===== src/rtl/mux_8to1_rr_pkg.sv =====
// Shared constants and helpers for the 8-way round-robin stream merge.
package mux_pkg;
   localparam int N_CH  = 8;
   localparam int SEL_W = 3;

   function automatic logic [SEL_W-1:0] onehot_to_idx(input logic [N_CH-1:0] oh);
      logic [SEL_W-1:0] idx;
      idx = '0;
      for (int i = 0; i < N_CH; i++)
         if (oh[i]) idx = idx | SEL_W'(i);
      return idx;
   endfunction
endpackage


===== src/rtl/mux_8to1_rr_if.sv =====
// Stream bundle: eight valid/ready input channels and one tagged output stream.
interface mux_8to1_rr_if #(
   parameter int WIDTH = 8
) ();
   logic [mux_pkg::N_CH-1:0]             in_valid;
   logic [mux_pkg::N_CH-1:0][WIDTH-1:0]  in_data;
   logic [mux_pkg::N_CH-1:0]             in_ready;
   logic                                 out_valid;
   logic [WIDTH-1:0]                     out_data;
   logic [mux_pkg::SEL_W-1:0]            out_sel;
   logic                                 out_ready;

   // master = producer/consumer environment, slave = the multiplexer
   modport master (
      output in_valid, in_data, out_ready,
      input  in_ready, out_valid, out_data, out_sel
   );
   modport slave (
      input  in_valid, in_data, out_ready,
      output in_ready, out_valid, out_data, out_sel
   );
endinterface


===== src/rtl/mux_8to1_rr_arb.sv =====
// Round-robin 8-way arbiter; owns the priority pointer, which moves only on an actual grant.
module rr_arbiter_8
   import mux_pkg::*;
(
   input  logic             clk,
   input  logic             rst,
   input  logic [N_CH-1:0]  req,
   input  logic             advance,
   output logic [N_CH-1:0]  gnt,
   output logic [SEL_W-1:0] gnt_idx
);
   logic [SEL_W-1:0] last_q, last_d;
   logic [SEL_W-1:0] scan_idx;

   // Scan starting one past the last winner; the 3-bit add wraps 7->0 for free.
   always_comb begin
      gnt      = '0;
      scan_idx = '0;
      for (int k = 1; k <= N_CH; k++) begin
         scan_idx = last_q + SEL_W'(k);
         if (req[scan_idx] && (gnt == '0)) gnt[scan_idx] = 1'b1;
      end
   end

   always_comb begin
      gnt_idx = onehot_to_idx(gnt);
      last_d  = last_q;
      if (advance && (gnt != '0)) last_d = gnt_idx;
   end

   always_ff @(posedge clk) begin
      if (rst) last_q <= SEL_W'(N_CH - 1);
      else     last_q <= last_d;
   end
endmodule


===== src/rtl/mux_8to1_rr.sv =====
// Round-robin 8-to-1 stream merge with a registered, source-tagged output word.
module mux_8to1_rr
   import mux_pkg::*;
#(
   parameter int WIDTH = 8
) (
   input  logic          clk,
   input  logic          rst,
   mux_8to1_rr_if.slave  bus
);
   logic             out_valid_q, out_valid_d;
   logic [WIDTH-1:0] out_data_q,  out_data_d;
   logic [SEL_W-1:0] out_sel_q,   out_sel_d;
   logic             load, win, adv;
   logic [N_CH-1:0]  gnt;
   logic [SEL_W-1:0] gnt_idx;

   rr_arbiter_8 u_arb (
      .clk     (clk),
      .rst     (rst),
      .req     (bus.in_valid),
      .advance (adv),
      .gnt     (gnt),
      .gnt_idx (gnt_idx)
   );

   // Output stage takes a new word when empty or being drained this cycle.
   always_comb begin
      load        = ~out_valid_q | bus.out_ready;
      win         = |gnt;
      adv         = load & win & ~rst;
      bus.in_ready = (load && !rst) ? gnt : '0;

      out_valid_d = out_valid_q;
      out_data_d  = out_data_q;
      out_sel_d   = out_sel_q;
      if (load) begin
         if (win) begin
            out_valid_d = 1'b1;
            out_data_d  = bus.in_data[gnt_idx];
            out_sel_d   = gnt_idx;
         end else begin
            out_valid_d = 1'b0;
         end
      end
   end

   always_ff @(posedge clk) begin
      if (rst) begin
         out_valid_q <= 1'b0;
         out_data_q  <= '0;
         out_sel_q   <= '0;
      end else begin
         out_valid_q <= out_valid_d;
         out_data_q  <= out_data_d;
         out_sel_q   <= out_sel_d;
      end
   end

   assign bus.out_valid = out_valid_q;
   assign bus.out_data  = out_data_q;
   assign bus.out_sel   = out_sel_q;
endmodule


===== src/flat_wrapper.sv =====
// flat-port wrapper written by rule: the top's interface ports become plain ports
module mux_8to1_rr_flat import mux_pkg::*;
#(
   parameter int WIDTH = 8
)
  (clk, rst, bus_in_valid, bus_in_data, bus_out_ready, bus_in_ready, bus_out_valid, bus_out_data, bus_out_sel);
  mux_8to1_rr_if #(.WIDTH(WIDTH)) bus_i ();
  input  logic clk;
  input  logic rst;
  input wire logic [$bits(bus_i.in_valid)-1:0] bus_in_valid;
  input wire logic [$bits(bus_i.in_data)-1:0] bus_in_data;
  input wire logic [$bits(bus_i.out_ready)-1:0] bus_out_ready;
  output wire logic [$bits(bus_i.in_ready)-1:0] bus_in_ready;
  output wire logic [$bits(bus_i.out_valid)-1:0] bus_out_valid;
  output wire logic [$bits(bus_i.out_data)-1:0] bus_out_data;
  output wire logic [$bits(bus_i.out_sel)-1:0] bus_out_sel;
  assign bus_i.in_valid = bus_in_valid;
  assign bus_i.in_data = bus_in_data;
  assign bus_i.out_ready = bus_out_ready;
  assign bus_in_ready = bus_i.in_ready;
  assign bus_out_valid = bus_i.out_valid;
  assign bus_out_data = bus_i.out_data;
  assign bus_out_sel = bus_i.out_sel;
  mux_8to1_rr #(.WIDTH(WIDTH)) u_core (.clk(clk), .rst(rst), .bus(bus_i));
endmodule

===== config.mk =====
export PLATFORM = sky130hd
export DESIGN_NAME = mux_8to1_rr_flat
export DESIGN_NICKNAME = d
export VERILOG_FILES = /design/src/rtl/mux_8to1_rr_pkg.sv /design/src/rtl/mux_8to1_rr_if.sv /design/src/rtl/mux_8to1_rr_arb.sv /design/src/rtl/mux_8to1_rr.sv /design/src/flat_wrapper.sv
export SDC_FILE = /design/constraint.sdc
export NUM_CORES = 1
export LEC_CHECK = 0
export CAP_MARGIN = 0
export CORE_MARGIN = 2
export CORE_UTILIZATION = 56
export DETAILED_ROUTE_END_ITERATION = 10
export DONT_BUFFER_PORTS = 1
export GPL_TIMING_DRIVEN = 0
export PLACE_DENSITY = 0.81
export RECOVER_POWER = 100
export SYNTH_ARGS = -nofsm -noshare
export SYNTH_HDL_FRONTEND = slang
export SYNTH_HIERARCHICAL = 1
export SYNTH_SLANG_ARGS = --single-unit
export TNS_END_PERCENT = 10

===== constraint.sdc =====
create_clock -name clk -period 9.4 [get_ports clk]
set_input_delay 0.47 -clock clk [delete_from_list [all_inputs] [get_ports clk]]
set_output_delay 0.47 -clock clk [all_outputs]
set_load 0.05 [all_outputs]

-- Yosys cells after proc, flatten, opt, wreduce, memory -nomap -nowiden
Index checks and enable logic that the tools add are counted.
- bits in registers: 15
- add/subtract/negate cells: 7
- magnitude comparators: 17
- muxes and demuxes: 51
- bitwise operators: 12
- reductions and logical operators: 28
- operator list (operator ; number):
    8-bit 2-to-1 mux ; 10
    8-bit logical NOT ; 7
    8-bit OR ; 7
    3-bit by 4-bit less-than comparator with 1-bit output, second input constant ; 9
    1-bit binary-select mux with 3-bit select ; 8
    8-bit binary-select mux with 3-bit select ; 1
    1-bit demux with 3-bit select ; 8
    3-bit by 1-bit greater-or-equal comparator with 1-bit output, second input constant ; 8
    1-bit 2-to-1 mux ; 18
    1-bit logical AND ; 17
    3-bit adder, second input constant ; 4
    3-bit 2-to-1 mux ; 4
    8-bit nonzero test ; 1
    8-bit OR reduction ; 1
    3-bit by 2-bit adder with 3-bit output, second input constant ; 2
    2-bit 2-to-1 mux ; 2
    3-bit by 1-bit adder with 3-bit output, second input constant ; 1
    1-bit AND ; 2
    1-bit inverter ; 2
    2-bit AND reduction ; 1
    1-bit logical NOT ; 1
    1-bit OR ; 1

-- Depth between registers and ports, before layout
- word-level depth: 36
- gate-level depth with buffers: 28

-- Hierarchy
Netlist, hierarchy kept.
- modules (own cells, without submodules) (module ; instances ; cells each ; area each (µm²) ; sequential area each (µm²)):
    rr_arbiter_8 ; 1 ; 285 ; 2043.2 ; 60.1
    mux_8to1_rr ; 1 ; 99 ; 988.4 ; 240.2

-- Worst setup path before layout
OpenSTA, ideal clock, no wires.
- path kind: flip-flop to flip-flop
- start: register u_core.u_arb.last_q[0]
- end: register u_core.out_data_q[4] (netlist: u_core/bus.out_data[4])
- setup time: 0.133 ns
- data arrival time: 6.007 ns
- required time: 9.267 ns
- slack: 3.260 ns
- stages on the path, launching flop included: 23
- path buffers: 4
- period minus slack after synthesis: 6.140 ns
- cells stage by stage: dfxtp_1 buf_6 inv_1 buf_1 ha_1 mux2_1 mux4_2 or3_1 and3_1 a211o_1 nor3b_4 o2111ai_1 a221o_1 and3_1 buf_6 a2111oi_4 a21boi_2 or3b_1 o211ai_2 buf_2 mux4_2 mux2i_1 a211oi_2
- longest elaborated chain between the ends: 36
- ends and longest elaborated chain (element ; line ; text):
    from (decl) ; mux_8to1_rr_arb.sv:12 ; logic [SEL_W-1:0] last_q, last_d;
    from (signal assigned) ; mux_8to1_rr_arb.sv:32 ; if (rst) last_q <= SEL_W'(N_CH - 1);
    from (signal assigned) ; mux_8to1_rr_arb.sv:33 ; else last_q <= last_d;
    3-bit by 1-bit adder with 3-bit output ; mux_8to1_rr_arb.sv:20 ; scan_idx = last_q + SEL_W'(k);
    3-bit by 4-bit less-than comparator with 1-bit output (not written as such) / 3-bit by 1-bit greater-or-equal comparator with 1-bit output (equally long branches) ; mux_8to1_rr_arb.sv:21 ; if (req[scan_idx] && (gnt == '0)) gnt[scan_idx] = 1'b1;
    1-bit logical AND (not written as such) ; mux_8to1_rr_arb.sv:21 ;
    1-bit 2-to-1 mux (not written as such) ; mux_8to1_rr_arb.sv:21 ;
    1-bit demux with 3-bit select ; mux_8to1_rr_arb.sv:21 ;
    8-bit 2-to-1 mux ; mux_8to1_rr_arb.sv:21 ;
    8-bit logical NOT ; mux_8to1_rr_arb.sv:21 ;
    1-bit logical AND ; mux_8to1_rr_arb.sv:21 ;
    (+18 left out) ; -- ;
    8-bit 2-to-1 mux (*) ; mux_8to1_rr_arb.sv:21 ;
    1-bit 2-to-1 mux ; mux_8to1_rr_pkg.sv:10 ; if (oh[i]) idx = idx | SEL_W'(i);
    2-bit 2-to-1 mux (2 in series) ; mux_8to1_rr_pkg.sv:10 ;
    3-bit 2-to-1 mux (3 in series) ; mux_8to1_rr_pkg.sv:10 ;
    3-bit 2-to-1 mux (*) ; mux_8to1_rr_pkg.sv:10 ;
    named net u_core.gnt_idx[0] ; mux_8to1_rr.sv:16 ; logic [SEL_W-1:0] gnt_idx;
    8-bit binary-select mux with 3-bit select (*) ; mux_8to1_rr.sv:40 ; out_data_d = bus.in_data[gnt_idx];
    8-bit 2-to-1 mux (not written as such) (*) ; mux_8to1_rr.sv:40 ;
    to (signal assigned) ; mux_8to1_rr.sv:55 ; out_data_q <= out_data_d;
    to (decl) ; mux_8to1_rr.sv:12 ; logic [WIDTH-1:0] out_data_q, out_data_d;
Mark *: on every way through the listed nets, which the timed path passes. The rest lies on a longest branch. The select of a mux whose other input is x is not followed.
A chain may end at the register's enable or synchronous reset.

-- Final worst setup path
- start: register u_core.u_arb.last_q[0]
- end: register u_core.out_data_q[4] (netlist: u_core/bus.out_data[4])
- RTL lines (element ; line ; text):
    3-bit by 1-bit adder with 3-bit output ; mux_8to1_rr_arb.sv:20 ;
    3-bit by 4-bit less-than comparator with 1-bit output (not written as such) / 3-bit by 1-bit greater-or-equal comparator with 1-bit output (equally long branches) ; mux_8to1_rr_arb.sv:21 ;
    1-bit logical AND (not written as such) ; mux_8to1_rr_arb.sv:21 ;
    1-bit 2-to-1 mux (not written as such) ; mux_8to1_rr_arb.sv:21 ;
    1-bit demux with 3-bit select ; mux_8to1_rr_arb.sv:21 ;
    8-bit 2-to-1 mux ; mux_8to1_rr_arb.sv:21 ;
    8-bit logical NOT ; mux_8to1_rr_arb.sv:21 ;
    1-bit logical AND ; mux_8to1_rr_arb.sv:21 ;
    (+16 left out) ; -- ;
    8-bit logical NOT ; mux_8to1_rr_arb.sv:21 ;
    1-bit logical AND ; mux_8to1_rr_arb.sv:21 ;
    8-bit 2-to-1 mux (*) ; mux_8to1_rr_arb.sv:21 ;
    named net u_core.gnt[2] ; mux_8to1_rr.sv:15 ; logic [N_CH-1:0] gnt;
    2-bit 2-to-1 mux (2 in series) ; mux_8to1_rr_pkg.sv:10 ;
    3-bit 2-to-1 mux (4 in series) ; mux_8to1_rr_pkg.sv:10 ;
    8-bit binary-select mux with 3-bit select ; mux_8to1_rr.sv:40 ;
    8-bit 2-to-1 mux (not written as such) ; mux_8to1_rr.sv:40 ;
Marked as above.

==> summary.md <==
| Metric | Value |
|---|---|
| Status | `complete, no violations` |
| Final setup violation count | `0` |
| CTS Sinks | `15` |
| Mux share of post-synthesis cell area | `a little under a quarter` |
| Commonest register cell after synthesis | `dfxtp_1` |
| Die Y | `77.6 um` |
| Post-cts gate resize count | `0` |
| Distinct cells, synth | `74` |
| Die W | `between 70 and 80 um` |
| DRT antenna net count | `0` |
| Hold Fails Final Rpt | `0` |
| Hold depth | `1` |
| Most area-consuming cells after synthesis | `mux4_2 (12%), dfxtp_1 (9.9%), mux2i_1 (9.6%)` |
| CP max FO | `10` |
| Reg-to-reg endpoint | `u_core/bus.out_data[4]` |
| H-tree levels | `1` |
| Top cell by count, worst path | `clkbuf_1` |
| Syn avg cell area | `approximately 7.9 um^2` |
| Buffer and inverter count on the worst path | `8` |
| Largest family of logic cells by synthesized area | `compound AO/OA/AOI/OAI gates` |
| Slew HR | `41.1%` |
| CTS Hold Buffers Added | `0` |
| # rows | `26` |
| Dpl hpwl | `between 9000 and 10,000 um` |
| Sequential cell area | `between 300 and 400 um^2` |
| Multi-input gate area | `roughly 2500 um^2` |
| Crit start category | `register` |
| Vias in the first global route | `3,349` |
| Netlist Area Pre-Place | `approximately 3000 um^2` |
| Vias per cell | `7.63` |
| Max Clock Freq | `around 120 MHz` |
| Residual DRC count | `0` |
| Total Nets Final | `470` |
| RSZ-0062 raised after global routing | `false` |
| Max-cap viol count | `0` |
| Routability congestion estimate from global placement | `between 0.9 and 1` |
| PortBufs | `0` |
| Worst EP required | `9.52 ns` |
| Clock tree buffer depth | `2` |
| Ys async rst share | `0%` |
| Grt ovf | `0` |
| Compound-Gate Fraction of Synth Area | `31.5%` |
| All-Layer GR Usage | `36.2%` |
| Register bit total from synthesis | `15` |
| Critical path's top delay family | `simple AND/OR/NAND/NOR gates` |
| Largest net degree at the start of global routing | `11` |
| Number of DRC markers after the initial detailed-route iteration | `~480` |
| Initial Utilization | `about 59%` |
| Syn nets | `about 470` |
| Final worst-path cycle share | `a little under 90%` |
| Pins over their slew limit | `0` |
| Largest stage delay, worst path | `just over 0.7 ns` |
| Share of layout cells above drive strength 1 | `14.2%` |
| CP max stage cell | `xor2_1` |
| HP Start | `rst` |
| Reg clk slew, reported paths | `about 0.060 ns` |
| Routed wire length | `around 11,000 um` |
| Share of the synthesized area in the top cell type | `around an eighth` |
| Via count | `about 3,500` |
| HP Class | `in -> reg` |
| Setup CP Type | `reg -> reg` |
| Worst reg2reg startpoint | `u_core/u_arb/last_q[0]` |
| First-pass detailed-route iteration total | `6` |
| CP Data Arrival Time | `8.27 ns` |
| Worst R2R Setup Slack | `between 1 and 1.5 ns` |
| Layout area overhead | `3.88%` |
| TritonCTS clock tree | `built` |
| YS warnings | `6` |
| Drt wl/cell | `24.3 um` |
| Least-Margin Pin Slew | `between 0.8 and 0.9 ns` |
| Initial antenna violation count | `1` |
| Clk_skew | `0.00455 ns` |
| Clk_lat worst skew | `0.25 ns` |
| Worst setup EP type | `register` |
| Die footprint | `approximately 6000 um^2` |
| Cell count after synthesis | `approximately 380` |
| Placeable Area | `5170 um^2` |
| Reg2reg path depth | `25` |
| WHS Endpoint | `u_core/bus.out_data[6]` |
| Synth Area in Adders | `2.48%` |
| Setup Buffers After CTS | `0` |
| Root Buffer | `clkbuf_8` |
| Post-synth EDFFs | `0` |
| Tmin final | `a little over 8 ns` |
| Fillers | `466` |
| I/O Pins | `95` |
| TNS Setup | `0 ns` |
| Xor/xnor share of the synthesized area | `between 1 and 1.5%` |
| Sequential share of the synthesized area | `a little under 10%` |
| Simple logic cell fraction of the synthesized area | `roughly a quarter` |
| Synth area leader | `mux4_2` |
| CTS Buf Count | `3` |
| Global-route wire length before repair | `roughly 17,000 um` |
-- synth_stat cells (all sizes together), types with 11 or more instances --
library cell,n
nor2,34
nand2,32
mux2i,29
o21ai,21
a21oi,19
buf,17
a211oi,16
mux4,16
dfxtp,15
clkbuf,13
and2,12
nand3,11
-- cell families (layout without fill, tap and decap cells) --
group / Yosys count / count (layout)
and+or+nand+nor: 143 / 143
AOI/OAI and AO/OA: 126 / 126
muxes: 50 / 50
buffers and inverters: 40 / 44
DFF: 15 / 15
adders and majority gates: 6 / 6
xor gates and xnor gates: 4 / 4
other: 0 / 1
-- metrics by stage --
| stage | instance area, um^2 | setup WS, ns | instances | util (%) | hold slack [ns] |
|---|---|---|---|---|---|
| after floorplan | 3030 | 3.26 | 384 | - | 0.543 |
| after global placement | 3120 | 2.24 | 454 | 60.3 | 0.545 |
| after detailed placement | 3120 | 2.21 | 454 | 60.3 | 0.546 |
| after CTS | 3170 | 2.16 | 458 | 61.2 | 0.290 |
| after global routing | 3150 | 0.778 | 459 | 60.9 | 0.282 |
| final | 3150 | 1.25 | 459 | 60.9 | 0.293 |
-- final cells by class --
| cell class | instances | area share [%] |
|---|---|---|
| well taps | 70 | 2.78 |
| clock inverters | 1 | 0.159 |
| flip-flops and latches | 15 | 9.54 |
| multi-input cells | 329 | 80.1 |
| diodes | 1 | 0.0795 |
| clock buffers | 3 | 1.31 |
| plain buffers | 30 | 4.85 |
| inverters | 10 | 1.19 |
-- flip-flops by register name, indices dropped and copies added (netlist names) --
| register | flops |
|---|---|
| u_core/bus.out_data | 8 |
| u_core/bus.out_sel | 3 |
| u_core/u_arb/last_q | 3 |
| u_core/bus.out_valid | 1 |
-- worst max path at each step --
stage / startpoint / to / slack (ns) / cells after the start
2_1_floorplan: u_core/u_arb/last_q[0] / u_core/bus.out_data[4] / 3.26 / 22
5_1_grt: u_core/u_arb/last_q[0] / u_core/bus.out_data[0] / 0.78 / 24
4_1_cts: u_core/u_arb/last_q[0] / u_core/bus.out_data[4] / 2.16 / 25
3_5_place_dp: u_core/u_arb/last_q[0] / u_core/bus.out_data[4] / 2.21 / 25
6_report: u_core/u_arb/last_q[0] / u_core/bus.out_data[4] / 1.25 / 25
3_3_place_gp: u_core/u_arb/last_q[0] / u_core/bus.out_data[6] / 2.24 / 24
-- layer usage --
layer / wire (um) / GRT usage [%] / vias up
li1: - / - / 1517
met1: 4260 / 45.7 / 1657
met2: 5190 / 59.7 / 277
met3: 1150 / 6.63 / 52
met4: 537 / 17.3 / 0
met5: 0 / 0 / -
-- layout by cell type, fill, tap and decap left out, types with 7 or more instances in the layout --
cell type  instances
a221oi_1           8
dfxtp_1           15
a21oi_1           19
nand3_1           11
nor2b_1            7
clkbuf_1          17
nor3_1            10
mux2i_1           29
mux4_2            16
and2_0             7
inv_1             10
o21ai_0           12
o21ai_1            9
a211oi_1          14
nand2_1           32
o22ai_1            8
buf_2              8
nor2_1            34
-- worst register-to-register path: stages, from the launching register on --
cell and delay [ns]:
dfxtp_1 0.33, clkbuf_1 0.45, inv_1 0.25, clkbuf_1 0.33, ha_1 0.29, clkbuf_1 0.17, xor2_1 0.72, nor3_1 0.16
a211o_1 0.38, nor4b_1 0.71, nor3b_4 0.13, and4b_1 0.24, clkbuf_1 0.20, a221oi_1 0.51, nand4_1 0.28, a21oi_1 0.42
a311o_1 0.32, nand4b_1 0.17, clkbuf_1 0.41, o221ai_1 0.21, or4_1 0.61, o21ba_1 0.22, buf_6 0.15, buf_8 0.14
nor2_1 0.15, a211oi_2 0.06
Power is not shown: default switching activity piles up to over one toggle a cycle in this logic, so the estimate is an artifact.
